File: src/rtl/counter4_down.sv
// 4-bit synchronous down-counter with parallel load, auto-reload from a
// load register, and a registered borrow/terminal pulse for cascading.
module counter4_down (
  input  logic       clk,
  input  logic       rst,
  input  logic       enb,
  input  logic [1:0] modo,
  input  logic [3:0] data,
  output logic [3:0] Q,
  output logic       rco,
  output logic       zero
);

  localparam int unsigned W = 4;

  typedef enum logic [1:0] {
    MODE_DOWN1  = 2'b00,
    MODE_DOWN3  = 2'b01,
    MODE_LOAD   = 2'b10,
    MODE_RELOAD = 2'b11
  } mode_t;

  logic [W-1:0] rld;
  mode_t        mode;

  assign mode = mode_t'(modo);

  // Count, load and borrow; borrow decisions always use the pre-edge count.
  always_ff @(posedge clk) begin
    if (rst) begin
      Q   <= '0;
      rco <= 1'b0;
      rld <= W'(4'hF);
    end else if (!enb) begin
      rco <= 1'b0;
    end else begin
      case (mode)
        MODE_DOWN1: begin
          Q   <= Q - W'(1);
          rco <= (Q == '0);
        end
        MODE_DOWN3: begin
          Q   <= Q - W'(3);
          rco <= (Q < W'(3));
        end
        MODE_LOAD: begin
          Q   <= data;
          rld <= data;
          rco <= 1'b0;
        end
        MODE_RELOAD: begin
          if (Q != '0) begin
            Q   <= Q - W'(1);
            rco <= 1'b0;
          end else begin
            Q   <= rld;
            rco <= 1'b1;
          end
        end
      endcase
    end
  end

  assign zero = (Q == '0);

endmodule

File: config.mk
export PLATFORM = sky130hd
export DESIGN_NAME = counter4_down
export DESIGN_NICKNAME = d
export VERILOG_FILES = /design/src/rtl/counter4_down.sv
export SDC_FILE = /design/constraint.sdc
export NUM_CORES = 1
export LEC_CHECK = 0
export BUFFER_PORTS_ARGS = -buffer_cell sky130_fd_sc_hd__buf_2
export CORE_AREA = 2 2 40 42
export CTS_CLUSTER_SIZE = 28
export DETAILED_ROUTE_END_ITERATION = 6
export DIE_AREA = 0 0 42 44
export HOLD_SLACK_MARGIN = 0.1
export PLACE_DENSITY = 0.73
export SYNTH_ARGS = -nofsm -noshare
export SYNTH_HDL_FRONTEND = slang
export SYNTH_SLANG_ARGS = --single-unit
File: constraint.sdc
create_clock -name clk -period 1.6 [get_ports clk]
set_input_delay 0.32 -clock clk [delete_from_list [all_inputs] [get_ports clk]]
set_output_delay 0.32 -clock clk [all_outputs]
set_load 0.05 [all_outputs]
==> out/metrics.cfg <==
[clock_tree]
cts.reportedPaths.clkPinSlew_ns = 0.06
cts_buffers = 3
htreeDepth = 1
clock_latency_ns = 0.26
cts_root_buffer = clkbuf_4
postCtsHoldBufs = 0
cts_tree = built
ctsLongestPathBuffers = 2
clock_sinks = 9

[global_route]
grt.overflow.total = 0
grt_pass1_vias = 547
grt_max_degree = 15
grt_pass1_wl_mm = 2.36
track_usage_pct = 18.0
antenna_found_initial = 0

[job]
drv_cap = 0

[logic_synthesis]
ys_seq_elements = 9
synth_area_leaders = dfxtp_1 (30%), o211ai_1 (6.2%), nand2_1 (5.6%)
ys.flop_type = dfxtp_1
ys_seq_area_share_pct = 29.8
syn-num-nets = 85
synth_common_cells = dfxtp_1 (9), nand2_1 (9), nor2_1 (6)
ys.warnings.count = 0
synth_top_cell_by_area = dfxtp_1
ys_types = 31
synth_area_um2 = 606
avgSynthCellArea_um2 = 8.18
async_flop_share_pct = 0
netlist.area_leader.share_pct = 29.8
synthCells = 74
synth_edf_count = 0

[die]
pin_count = 15
num_rows = 14
coreArea_um2 = 1420
die_y_um = 44
die_width_um = 42
die_area_um2 = 1850
start_util_pct = 42.7

[sta]
hold_viol = 0
setup_viol = 3
max_slew.worst_pin.slew_ns = 0.281
fin_tns_setup_ns = -0.191
finalMaxSlewViolations = 0
rsz0062_at_grt = yes
fin_crit_sh_pct = 108
timing.final.crit_period_ns = 1.73
worst_slack_ns = -0.135
clock_skew_ns = 0.000586
max_freq_mhz = 576
relSlewSlack_pct = 81.1

[setup_path]
crit_type = register to primary output
cp-start-kind = register
crit_fanout = 3
crit_path_top_delay_cell = or3b_4
worstPathRequired_ns = 1.28
critPathArrivalTime_ns = 1.41
critPathCaptureType = primary output
max_stage_delay_ns = 0.41
cp_cell_sequence = inv_2, ha_4, or3b_4, clkinvlp_4, buf_8

[placed_design]
dpl.cell_count = 106
place_congestion = 0.791
port_buffers = 14
dp_hpwl_mm = 1.11
postPlaceCellArea_um2 = 743

[cells_and_area]
insertedDiodeCount = 0
nFillCells = 143
final_nets = 107
regArea_um2 = 189
multi_input_area_um2 = 405
syn2layout_area_growth_pct = 31.4
stdcell_count = 111
drive_gt1_share_pct = 40.0
post-route-cell-area_um2 = 796

[run_status]
violations = setup timing
outcome = complete, but fails checks

[routing]
drc = 0
drtPass1Iterations = 4
dr.first_iter.drc_count = 7
post_drt_via_cell_ratio = 5.77
route.vias.total = 640
wire_per_inst_um = 13.5
wirelength_mm = 1.49
antenna_left = 0

[power]
ir_worst_vdd_mv = 0.465
leakage_nw = 0.346
powerDensity_nw_per_um2 = 890

[worst_hold_path]
worstHoldPathType = input port to register

final timing paths:
path | start | endpoint | slack (ns) | depth (start not counted)
min reg2reg | Q[3]$_SDFFE_PP0P_ | rco$_SDFF_PP0_ | 0.45 | 1
max | Q[1]$_SDFFE_PP0P_ | zero | -0.13 | 5
max reg2reg | Q[1]$_SDFFE_PP0P_ | Q[0]$_SDFFE_PP0P_ | -0.04 | 7
min | data[0] | rld[0]$_SDFFE_PP1P_ | 0.30 | 3
logic make-up (layout without fill, tap and decap cells):
kind of cell / count (synthesis) / count (layout) / share of synthesized area (%)
adders and majority gates: 2 / 2 / 4.13
DFF: 9 / 9 / 29.8
buffers and inverters: 9 / 30 / 8.06
AOI/OAI and AO/OA: 17 / 17 / 22.5
muxes: 2 / 2 / 3.31
and+or+nand+nor: 34 / 34 / 30.8
xor gates and xnor gates: 1 / 1 / 1.45
state kept, by name, summed over array words and instances, names as in the netlist:
signal,cells
Q,4
rco,1
rld,4
worst max-delay path: cells and delay by family, from the launching register on:
kind          cells  cell delay [ns]
fa+ha+maj         1             0.12
buf+inv           3             0.28
flops             1             0.34
simple gates      1             0.41
metrics by stage:
step	util [%]	power, W	setup slack, ns	hold slack [ns]
floorplan	-	0.000447	-0.0515	0.382
global placement	52.4	0.000509	0.0137	0.439
detailed placement	52.4	0.000515	-0.129	0.443
CTS	55.6	0.000716	-0.153	0.288
global route	56.1	0.000755	-0.187	0.290
finish	56.1	0.000708	-0.135	0.296
what timing repair did:
| item | CTS | global route |
|---|---|---|
| endpoints found under the hold margin | 0 | 0 |
| endpoints found under the setup margin | 4 | 4 |
| cloned | 0 | 0 |
| pin swaps | 1 | 0 |
| buffers inserted | 1 | 0 |
| gates resized for setup | 4 | 1 |
power by group:
| part | internal (W) | switching (W) |
|---|---|---|
| sequential | 0.000240 | 0.00000986 |
| clock | 0.0000959 | 0.0000768 |
| combinational | 0.000118 | 0.000167 |
placed cells by master (no fill, tap or decap), types with 3 or more instances in the layout:
| cell type | Yosys | routed |
|---|---|---|
| o211ai_1 | 5 | 5 |
| buf_2 | 0 | 13 |
| nand2_1 | 9 | 9 |
| nor2_1 | 6 | 6 |
| buf_4 | 0 | 7 |
| nand3b_1 | 4 | 4 |
| clkbuf_4 | 0 | 3 |
| dfxtp_1 | 9 | 6 |
metal layers:
metal,vias to the layer above,wire length (um),global-route usage [%]
li1,318,-,-
met1,293,604,18.3
met2,22,757,31.3
met3,7,96,7.92
met4,0,34,9.68
met5,-,0,0
layout make-up:
class	instances	area share [%]
inverter	5	2.83
clock buffer	4	3.30
multi-input combinational	56	50.9
sequential	9	23.7
timing repair buffer	21	16.7
tap	16	2.52
(Power assumes the default switching activity.)
